==> src/rtl/uart_pkg.sv <==
// Shared UART TX definitions: parity encodings, serialiser states and line idle level.
// Header only; no logic.
package uart_pkg;

  localparam int PAR_NONE = 0;
  localparam int PAR_EVEN = 1;
  localparam int PAR_ODD  = 2;

  localparam logic IDLE_LEVEL = 1'b1;

  typedef enum logic [2:0] {
    IDLE,
    START,
    DATA,
    PAR,
    STOP
  } tx_state_t;

endpackage

==> src/rtl/sync_fifo.sv <==
// Single-clock FIFO: registered level, head word visible combinationally on rdata.
// Push ignored when full (even with a same-cycle pop); pop ignored when empty.
module sync_fifo #(
  parameter int WIDTH = 8,
  parameter int DEPTH = 8,
  localparam int AW = $clog2(DEPTH)
) (
  input  logic             clk,
  input  logic             rst_n,
  input  logic             push,
  input  logic [WIDTH-1:0] wdata,
  input  logic             pop,
  output logic [WIDTH-1:0] rdata,
  output logic             full,
  output logic             empty,
  output logic [AW:0]      level
);

  localparam logic [AW:0] ONE = (AW+1)'(1);

  logic [WIDTH-1:0] mem [DEPTH];
  logic [AW:0]      wr_ptr;
  logic [AW:0]      rd_ptr;
  logic             do_push;
  logic             do_pop;

  // The extra pointer MSB separates full (MSBs differ) from empty (MSBs equal).
  assign full    = (wr_ptr[AW] != rd_ptr[AW]) && (wr_ptr[AW-1:0] == rd_ptr[AW-1:0]);
  assign empty   = (wr_ptr == rd_ptr);
  assign do_push = push && !full;
  assign do_pop  = pop && !empty;
  assign rdata   = mem[rd_ptr[AW-1:0]];

  always_ff @(posedge clk or negedge rst_n) begin
    if (!rst_n) begin
      wr_ptr <= '0;
      rd_ptr <= '0;
      level  <= '0;
    end else begin
      if (do_push) wr_ptr <= wr_ptr + ONE;
      if (do_pop)  rd_ptr <= rd_ptr + ONE;
      case ({do_push, do_pop})
        2'b10:   level <= level + ONE;
        2'b01:   level <= level - ONE;
        default: level <= level;
      endcase
    end
  end

  always_ff @(posedge clk) begin
    if (do_push) mem[wr_ptr[AW-1:0]] <= wdata;
  end

endmodule

==> src/rtl/uart_tx_fifo.sv <==
// Buffered UART transmitter: FIFO-fed, LSB-first, runtime baud divisor, fixed frame format.
// First start bit one cycle after accept into idle; tx_ready = !full, frames run back-to-back.
module uart_tx_fifo import uart_pkg::*; #(
  parameter int DATA_BITS  = 8,
  parameter int FIFO_DEPTH = 8,
  parameter int DIV_WIDTH  = 16,
  parameter int PARITY     = 0,
  parameter int STOP_BITS  = 1
) (
  input  logic                          clk,
  input  logic                          rst_n,
  input  logic                          enable,
  input  logic [DIV_WIDTH-1:0]          baud_div,
  input  logic                          tx_valid,
  input  logic [DATA_BITS-1:0]          tx_data,
  output logic                          tx_ready,
  output logic                          uart_tx,
  output logic                          busy,
  output logic [$clog2(FIFO_DEPTH):0]   fifo_level
);

  localparam logic [3:0]           LAST_DATA = 4'(DATA_BITS - 1);
  localparam logic [3:0]           LAST_STOP = 4'(STOP_BITS - 1);
  localparam logic [DIV_WIDTH-1:0] CNT_ONE   = DIV_WIDTH'(1);

  tx_state_t            state, state_n;
  logic [DIV_WIDTH-1:0] cnt, cnt_n;
  logic [DIV_WIDTH-1:0] div_q, div_n;
  logic [DATA_BITS-1:0] shreg, shreg_n;
  logic [3:0]           bit_cnt, bit_n;
  logic                 par_acc, par_n;
  logic                 tx_q, tx_n;

  logic                 fifo_full;
  logic                 fifo_empty;
  logic                 fifo_pop;
  logic [DATA_BITS-1:0] fifo_head;
  logic                 start_frame;
  logic                 bit_end;

  sync_fifo #(
    .WIDTH (DATA_BITS),
    .DEPTH (FIFO_DEPTH)
  ) u_fifo (
    .clk   (clk),
    .rst_n (rst_n),
    .push  (tx_valid),
    .wdata (tx_data),
    .pop   (fifo_pop),
    .rdata (fifo_head),
    .full  (fifo_full),
    .empty (fifo_empty),
    .level (fifo_level)
  );

  assign tx_ready    = !fifo_full;
  assign busy        = (state != IDLE) || (fifo_level != '0);
  assign uart_tx     = tx_q;
  assign start_frame = !fifo_empty && enable;
  assign bit_end     = (cnt == '0);

  always_ff @(posedge clk or negedge rst_n) begin
    if (!rst_n) begin
      state   <= IDLE;
      cnt     <= '0;
      div_q   <= '0;
      shreg   <= '0;
      bit_cnt <= '0;
      par_acc <= 1'b0;
      tx_q    <= IDLE_LEVEL;
    end else begin
      state   <= state_n;
      cnt     <= cnt_n;
      div_q   <= div_n;
      shreg   <= shreg_n;
      bit_cnt <= bit_n;
      par_acc <= par_n;
      tx_q    <= tx_n;
    end
  end

  always_comb begin
    state_n  = state;
    cnt_n    = cnt;
    div_n    = div_q;
    shreg_n  = shreg;
    bit_n    = bit_cnt;
    par_n    = par_acc;
    tx_n     = tx_q;
    fifo_pop = 1'b0;

    case (state)
      IDLE: begin
        if (start_frame) begin
          fifo_pop = 1'b1;
          shreg_n  = fifo_head;
          div_n    = baud_div;
          cnt_n    = baud_div;
          tx_n     = 1'b0;
          state_n  = START;
        end
      end

      START: begin
        if (bit_end) begin
          state_n = DATA;
          tx_n    = shreg[0];
          par_n   = shreg[0];
          shreg_n = shreg >> 1;
          bit_n   = '0;
          cnt_n   = div_q;
        end else begin
          cnt_n = cnt - CNT_ONE;
        end
      end

      DATA: begin
        if (bit_end) begin
          cnt_n = div_q;
          if (bit_cnt == LAST_DATA) begin
            bit_n = '0;
            if (PARITY != PAR_NONE) begin
              state_n = PAR;
              tx_n    = (PARITY == PAR_ODD) ? ~par_acc : par_acc;
            end else begin
              state_n = STOP;
              tx_n    = IDLE_LEVEL;
            end
          end else begin
            bit_n   = bit_cnt + 4'd1;
            tx_n    = shreg[0];
            par_n   = par_acc ^ shreg[0];
            shreg_n = shreg >> 1;
          end
        end else begin
          cnt_n = cnt - CNT_ONE;
        end
      end

      PAR: begin
        if (bit_end) begin
          state_n = STOP;
          tx_n    = IDLE_LEVEL;
          bit_n   = '0;
          cnt_n   = div_q;
        end else begin
          cnt_n = cnt - CNT_ONE;
        end
      end

      STOP: begin
        if (bit_end) begin
          if (bit_cnt == LAST_STOP) begin
            // Chain straight into the next start bit so queued words leave no idle gap.
            if (start_frame) begin
              fifo_pop = 1'b1;
              shreg_n  = fifo_head;
              div_n    = baud_div;
              cnt_n    = baud_div;
              tx_n     = 1'b0;
              state_n  = START;
            end else begin
              state_n = IDLE;
            end
          end else begin
            bit_n = bit_cnt + 4'd1;
            cnt_n = div_q;
          end
        end else begin
          cnt_n = cnt - CNT_ONE;
        end
      end

      default: begin
        state_n = IDLE;
        tx_n    = IDLE_LEVEL;
      end
    endcase
  end

endmodule

==> config.mk <==
export PLATFORM = sky130hd
export DESIGN_NAME = uart_tx_fifo
export DESIGN_NICKNAME = d
export VERILOG_FILES = /design/src/rtl/uart_pkg.sv /design/src/rtl/sync_fifo.sv /design/src/rtl/uart_tx_fifo.sv
export SDC_FILE = /design/constraint.sdc
export NUM_CORES = 1
export LEC_CHECK = 0
export ABC_AREA = 1
export CORE_AREA = 2 2 105 107
export DETAILED_ROUTE_END_ITERATION = 10
export DIE_AREA = 0 0 107 109
export GPL_ROUTABILITY_DRIVEN = 0
export GPL_TIMING_DRIVEN = 0
export PLACE_DENSITY_LB_ADDON = 0.05
export SETUP_SLACK_MARGIN = 0.5
export SYNTH_ARGS = -nofsm -noshare
export SYNTH_HDL_FRONTEND = slang
export SYNTH_HIERARCHICAL = 1
export SYNTH_SLANG_ARGS = --single-unit
==> constraint.sdc <==
create_clock -name clk -period 7.2 [get_ports clk]
set_input_delay 1.44 -clock clk [delete_from_list [all_inputs] [get_ports clk]]
set_output_delay 1.44 -clock clk [all_outputs]
set_load 0.01 [all_outputs]
==> summary.txt, run 1 <==
Setup path
  – Critical-path top delay cell: clkdlybuf4s50_1
  – CP max stage delay: 0.52 ns
  – CP arrival: ~2.1 ns
  – Worst R2R Path Depth: 17
  – Crit start category: flop
  – CP Max Fanout: 8
  – Reg2reg end: u_fifo/level[3]
  – Most used cell, CP: inv_1
  – Reg2reg setup slack: 4.21 ns
  – Crit-path cells: inv_1 > nand2_1 > nand2_1 > inv_2 > nand4_4 > inv_1 > inv_1 > clkdlybuf4s50_1
  – Critical path capture point type: output port
  – Reg2reg start: cnt[0]
  – Worst Path Required: around 5.8 ns
  – Crit Path Class: reg -> out

Finish
  – Share of cells above drive strength 1: 15.8%
  – Commonest non-fill, non-tap cell in the layout: nand2_1
  – Design Area, Final: 7840 sq um
  – Nets: 868
  – Most frequent cells in the layout: 204 x nand2_1, 97 x nor2_1, 64 x edfxtp_1
  – Post-layout util: 73.9%
  – Number of diodes: 0
  – Fin cells: 983
  – Area Growth Syn to Fin: 16.1%

Synth
  – Syn_nets: 814
  – Distinct cell type count after synthesis: 44
  – Synth Register Bits: 124
  – Post-Syn Area: 6750 sq um
  – Yosys warnings: 6
  – Avg Cell Area, Syn: 8.70 sq um
  – Instance count of the mapped netlist: slightly below 800
  – Register area share after synthesis: 50.7%

Placement
  – Dpl cells: around 950
  – Post-DP HPWL: roughly 11000 um
  – PortBufs: 34
  – Placed Instance Area: 7280 sq um

Global route
  – First-pass GRT wire length: 26300 um
  – GRT Residual Overflow: 0
  – Vias in the first global route: 5490
  – Initial antenna violation count: 0
  – Largest net degree at the start of global routing: 37
  – All-Layer GR Usage: 29.8%

Hold path
  – Worst Hold End: uart_tx
  – Hold crit path type: reg -> reg
  – Critical hold path startpoint: uart_tx
  – Worst hold path depth: 2

Power
  – Maximum vdd ir drop: approximately 0.29 mV
  – LEAKAGE: between 3 and 4 nW
  – Pwr Density: 454 nW/um^2

Clock tree
  – Clk Tree Root Cell: clkbuf_8
  – CTS tree: done
  – Clk sinks: 124
  – Max Buffers Root-to-Sink: 2
  – Post-CTS Setup Bufs: 0
  – Post-CTS Resized: 0
  – CTS clk-pin slew, worst paths: 0.06 ns
  – Cts hold-fix bufs: 0
  – TritonCTS Buffers: 17
  – Worst-Skew Late Latency: around 0.55 ns
  – H-tree depth: 4

Floorplanning
  – Die area: 11700 sq um
  – Die W: 107 um
  – # IOs: 35
  – Chip Height: 109 um
  – Site Rows: 38
  – CORE AREA: around 11000 sq um
  – Initial Util: 63.7%

Route
  – Initial DRC Count: 395
  – Via density: approximately 5.7
  – Wirelength, routed: 16300 um
  – Routed wire per std cell: about 17 um
  – Antenna Nets Post-Route: 0
  – DRT Pass-1 Iters: 5
  – Residual DRC count: 0
  – DR vias: between 5000 and 6000

Timing
  – Tmin final: 3.57 ns
  – FMAX: 280 MHz
  – Period utilisation layout: 49.6%
  – Setup TNS: 0 ns
  – Final hold violations: 0
  – Final Slew Violations: 0
  – Actual slew at the worst max-slew pin: 1.06 ns
  – Worst slew margin: 29.3%
  – Hold slack final: 0.481 ns
  – Final setup fails: 0
  – Final Skew: 0.00811 ns
  – RSZ-0062 raised after global routing: no

Job
  – Maxcap violations: 0

Status
  – Status: complete, no violations
through the flow:
| step | total power, mW | setup slack (ns) |
|---|---|---|
| 3_5_place_dp | 2.73 | 3.42 |
| 5_1_grt | 3.80 | 3.46 |
| 2_1_floorplan | 2.31 | 4.23 |
| 4_1_cts | 3.55 | 3.62 |
| 6_report | 3.56 | 3.63 |
| 3_3_place_gp | 2.66 | 2.71 |
logic make-up (layout without fill, tap and decap cells):
logic type	count (synthesis)	count (layout)	share of synthesized area [%]
AO/OA/AOI/OAI	129	129	11.4
flip-flops	124	124	50.7
buffers and inverters	98	165	6.64
adder cells (fa/ha/maj)	10	10	1.97
AND/OR/NAND/NOR	396	396	26.7
multiplexers	7	7	1.04
XOR/XNOR	12	12	1.56
area by class of cell:
class | instances | area (sq um)
flip-flops and latches | 124 | 3420
multi-input cells | 554 | 2880
repair buffers | 35 | 355
fillers | 805 | 2770
clock inverters | 12 | 111
plain buffers | 26 | 170
well taps | 140 | 175
inverters | 72 | 278
clock buffers | 20 | 445
synth_stat cells (all sizes together):
| cell | count | share of area, % |
|---|---|---|
| nand2 | 228 | 14 |
| nor2 | 112 | 7.4 |
| o21ai | 83 | 7.1 |
| inv | 72 | 4.1 |
| edfxtp | 64 | 28 |
| dfrtp | 59 | 22 |
| nand3 | 41 | 3.2 |
| a21oi | 24 | 2.2 |
| buf | 19 | 2.1 |
| o22ai | 16 | 1.5 |
| ha | 9 | 1.7 |
| xor2 | 8 | 1.0 |
| clkbuf | 7 | 0.41 |
| mux2i | 7 | 1.0 |
| nand4 | 7 | 1.1 |
| xnor2 | 4 | 0.52 |
| nand3b | 3 | 0.33 |
| nor3 | 3 | 0.30 |
| o21bai | 3 | 0.33 |
| a22oi | 2 | 0.22 |
| a31oi | 1 | 0.093 |
| and2 | 1 | 0.093 |
| dfstp | 1 | 0.39 |
| fa | 1 | 0.30 |
| nor4 | 1 | 0.093 |
metal layers:
metal / GRT usage, % / part of all wire, %
met5: 0 / 0
met2: 51.5 / 50
met3: 8.55 / 6.3
met1: 34.7 / 41
met4: 13.2 / 3.1
worst max-delay path, delay by kind of cell, from the launching register on:
family / cells / cell delay (ns)
buffers and inverters: 5 / 0.89
and+or+nand+nor: 3 / 0.30
DFF: 1 / 0.40
registers in the layout, indices dropped and copies added, names as in the netlist:
| name | flops |
|---|---|
| uart_tx | 1 |
| shreg | 8 |
| u_fifo/mem | 64 |
| u_fifo/level | 4 |
| cnt | 16 |
| u_fifo/wr_ptr | 4 |
| div_q | 16 |
| bit_cnt | 4 |
| u_fifo/rd_ptr | 4 |
| state | 3 |
worst max path at each step:
stage / from / to
CTS: u_fifo/rd_ptr[1] / tx_ready
global route: u_fifo/rd_ptr[1] / tx_ready
global placement: rst_n / div_q[3]
floorplan: enable / u_fifo/level[3]
detailed placement: enable / u_fifo/level[3]
finish: u_fifo/rd_ptr[1] / tx_ready
power breakdown:
part	switching (mW)	total, mW	internal [mW]
Sequential	0.158	1.12	0.961
Combinational	1.06	1.63	0.575
Clock	0.331	0.809	0.479
(Power assumes the default switching activity.)
==> run 2: changes to the inputs <==
--- a/config.mk
+++ b/config.mk
@@ -6,9 +6,9 @@
 export NUM_CORES = 1
 export LEC_CHECK = 0
 export ABC_AREA = 1
-export CORE_AREA = 2 2 105 107
+export CORE_AREA = 2 2 114 116
 export DETAILED_ROUTE_END_ITERATION = 10
-export DIE_AREA = 0 0 107 109
+export DIE_AREA = 0 0 116 118
 export GPL_ROUTABILITY_DRIVEN = 0
 export GPL_TIMING_DRIVEN = 0
 export PLACE_DENSITY_LB_ADDON = 0.05
==> constraint.sdc (replaced) <==
create_clock -name clk -period 2.85 [get_ports clk]
set_input_delay 0.57 -clock clk [delete_from_list [all_inputs] [get_ports clk]]
set_output_delay 0.57 -clock clk [all_outputs]
set_load 0.01 [all_outputs]
==> run 2 against run 1 <==
Worst setup slack worse by 3.0 ns. Global-route usage decreased by 4.5 points. Non-clock buffer count grew 32. Final cell count increased by 6.5%. Via count grew 0.88%. Clock power rose by 140%. Sequential share of layout area shrank 2.3 points. First-iteration DRC count grew 1.3%. Sequential cell count is the same. Clock skew about the same. Largest cell class unchanged. Sequential power grew to 2.6 times the previous value.
==> summary.txt, run 2 (synthesis results as in run 1) <==
Placement
  – PortBufs: 34
  – Post-DP HPWL: roughly 11000 um
  – Placed Instance Area: 7330 sq um

Floorplanning
  – Initial Util: 54.4%
  – Die area: 13700 sq um
  – Chip Height: 118 um
  – # IOs: 35
  – Site Rows: 41
  – Die W: 116 um
  – CORE AREA: roughly 12000 sq um

Timing
  – Final Slew Violations: 0
  – Period utilisation layout: 78.3%
  – Actual slew at the worst max-slew pin: 0.890 ns
  – Final hold violations: 0
  – FMAX: 448 MHz
  – Final Skew: 0.00827 ns
  – Final setup fails: 0
  – Tmin final: ~2.2 ns
  – Worst slew margin: 40.4%
  – RSZ-0062 raised after global routing: no

Route
  – Initial DRC Count: 400
  – Via density: about 5.4
  – Antenna Nets Post-Route: 0
  – Routed wire per std cell: 15.8 um
  – DR vias: roughly 5600
  – DRT Pass-1 Iters: 7
  – Residual DRC count: 0
  – Wirelength, routed: 16500 um

Finish
  – Nets: 900
  – Number of diodes: 0
  – Area Growth Syn to Fin: 23.0%
  – Post-layout util: 66.8%
  – Commonest non-fill, non-tap cell in the layout: nand2_1
  – Share of cells above drive strength 1: 23.1%
  – Design Area, Final: 8300 sq um
  – Max FFs per register: 64
  – Most frequent cells in the layout: 200 x nand2_1, 95 x nor2_1, 64 x edfxtp_1

Setup path
  – Most used cell, CP: nand2_1
  – Worst Path Required: 3.16 ns
  – Reg2reg start: u_fifo/rd_ptr[0]
  – CP Max Fanout: 7
  – Crit start category: flop
  – Worst R2R Path Depth: 18
  – Reg2reg end: u_fifo/level[3]
  – CP arrival: 2.54 ns
  – Critical-path top delay cell: dfrtp_1
  – Reg2reg setup slack: roughly 0.62 ns
  – Critical path capture point type: flop
  – CP max stage delay: 0.39 ns
  – Crit Path Class: reg -> reg
  – Crit-path cells: buf_6 > inv_6 > nand2_4 > a21oi_2 > nand2_2 > inv_2 > nor2_4 > nand2_4 > inv_8 > nand2_8 > inv_4 > ha_4 > ha_4 > a21oi_2 > nand2_1 > xnor2_1 > nand2_1 > nand2_1

Status
  – Status: complete, no violations

Clock tree
  – H-tree depth: 4
  – Clk Tree Root Cell: clkbuf_16
  – CTS clk-pin slew, worst paths: 0.06 ns
  – TritonCTS Buffers: 17
  – Cts hold-fix bufs: 0
  – CTS tree: done
  – Max Buffers Root-to-Sink: 2
  – Clk sinks: 124
  – Worst-Skew Late Latency: 0.43 ns

Global route
  – All-Layer GR Usage: 25.3%
  – Initial antenna violation count: 0
  – Vias in the first global route: 5459
  – GRT Residual Overflow: 0
  – Largest net degree at the start of global routing: 61
  – First-pass GRT wire length: 26800 um

Power
  – Maximum vdd ir drop: 0.647 mV
  – LEAKAGE: 3.69 nW
  – PnR Total Power: 9.42 mW
  – Pwr Density: 1130 nW/um^2

Hold path
  – Hold crit path type: in -> async

Job
  – Maxcap violations: 0
==> run 2: worst max-delay path, delay by kind of cell, from the launching register on <==
kind	cells	cell delay (ns)
AOI/OAI and AO/OA	2	0.27
xor gates and xnor gates	1	0.12
adders and majority gates	2	0.41
buffers and inverters	5	0.40
DFF	1	0.39
and+or+nand+nor	8	0.52
==> run 2: layout make-up <==
type / instances / area, sq um
clock buffer: 17 / 425
clock inverter: 15 / 109
tap: 172 / 215
multi-input combinational: 554 / 3050
inverter: 72 / 298
sequential: 124 / 3440
buffer: 26 / 186
timing repair buffer: 67 / 583
fill: 1054 / 4120
==> run 2: stage by stage <==
| stage | std cells | setup slack [ns] | hold slack (ns) | TNS [ns] |
|---|---|---|---|---|
| 2_1_floorplan | 776 | 0.506 | 0.274 | 0 |
| 3_3_place_gp | 982 | -0.859 | 0.466 | -50.43 |
| 5_1_grt | 1047 | 0.465 | 0.311 | 0 |
| 3_5_place_dp | 982 | 0.152 | 0.469 | 0 |
| 6_report | 1047 | 0.620 | 0.225 | 0 |
| 4_1_cts | 1023 | 0.429 | 0.278 | 0 |
==> run 2: how the worst max path moves through the flow <==
stage	from	endpoint	slack, ns	cells past startpoint
6_report	u_fifo/rd_ptr[0]	u_fifo/level[3]	0.62	18
5_1_grt	u_fifo/rd_ptr[0]	u_fifo/level[3]	0.46	18
4_1_cts	bit_cnt[0]	u_fifo/level[2]	0.43	15
3_5_place_dp	enable	u_fifo/level[3]	0.15	14
3_3_place_gp	rst_n	u_fifo/wr_ptr[0]	-0.86	1
2_1_floorplan	cnt[0]	u_fifo/level[3]	0.51	17
==> run 2: per-layer routing <==
layer  routed length (um)  GRT usage (%)
met1                 6780           30.5
met2                 8610           44.2
met3                  783           5.36
met4                  375           8.93
met5                    0              0
==> run 2: report_power, final <==
| group | switching [mW] | internal [mW] |
|---|---|---|
| registers | 0.422 | 2.44 |
| clock network | 0.846 | 1.12 |
| logic | 2.80 | 1.79 |
==> run 2: repair_timing <==
action	in CTS	in global routing
setup buffers	9	24
pin swaps	8	20
hold endpoints to repair	0	0
gates resized for setup	26	34
setup endpoints to repair	18	26
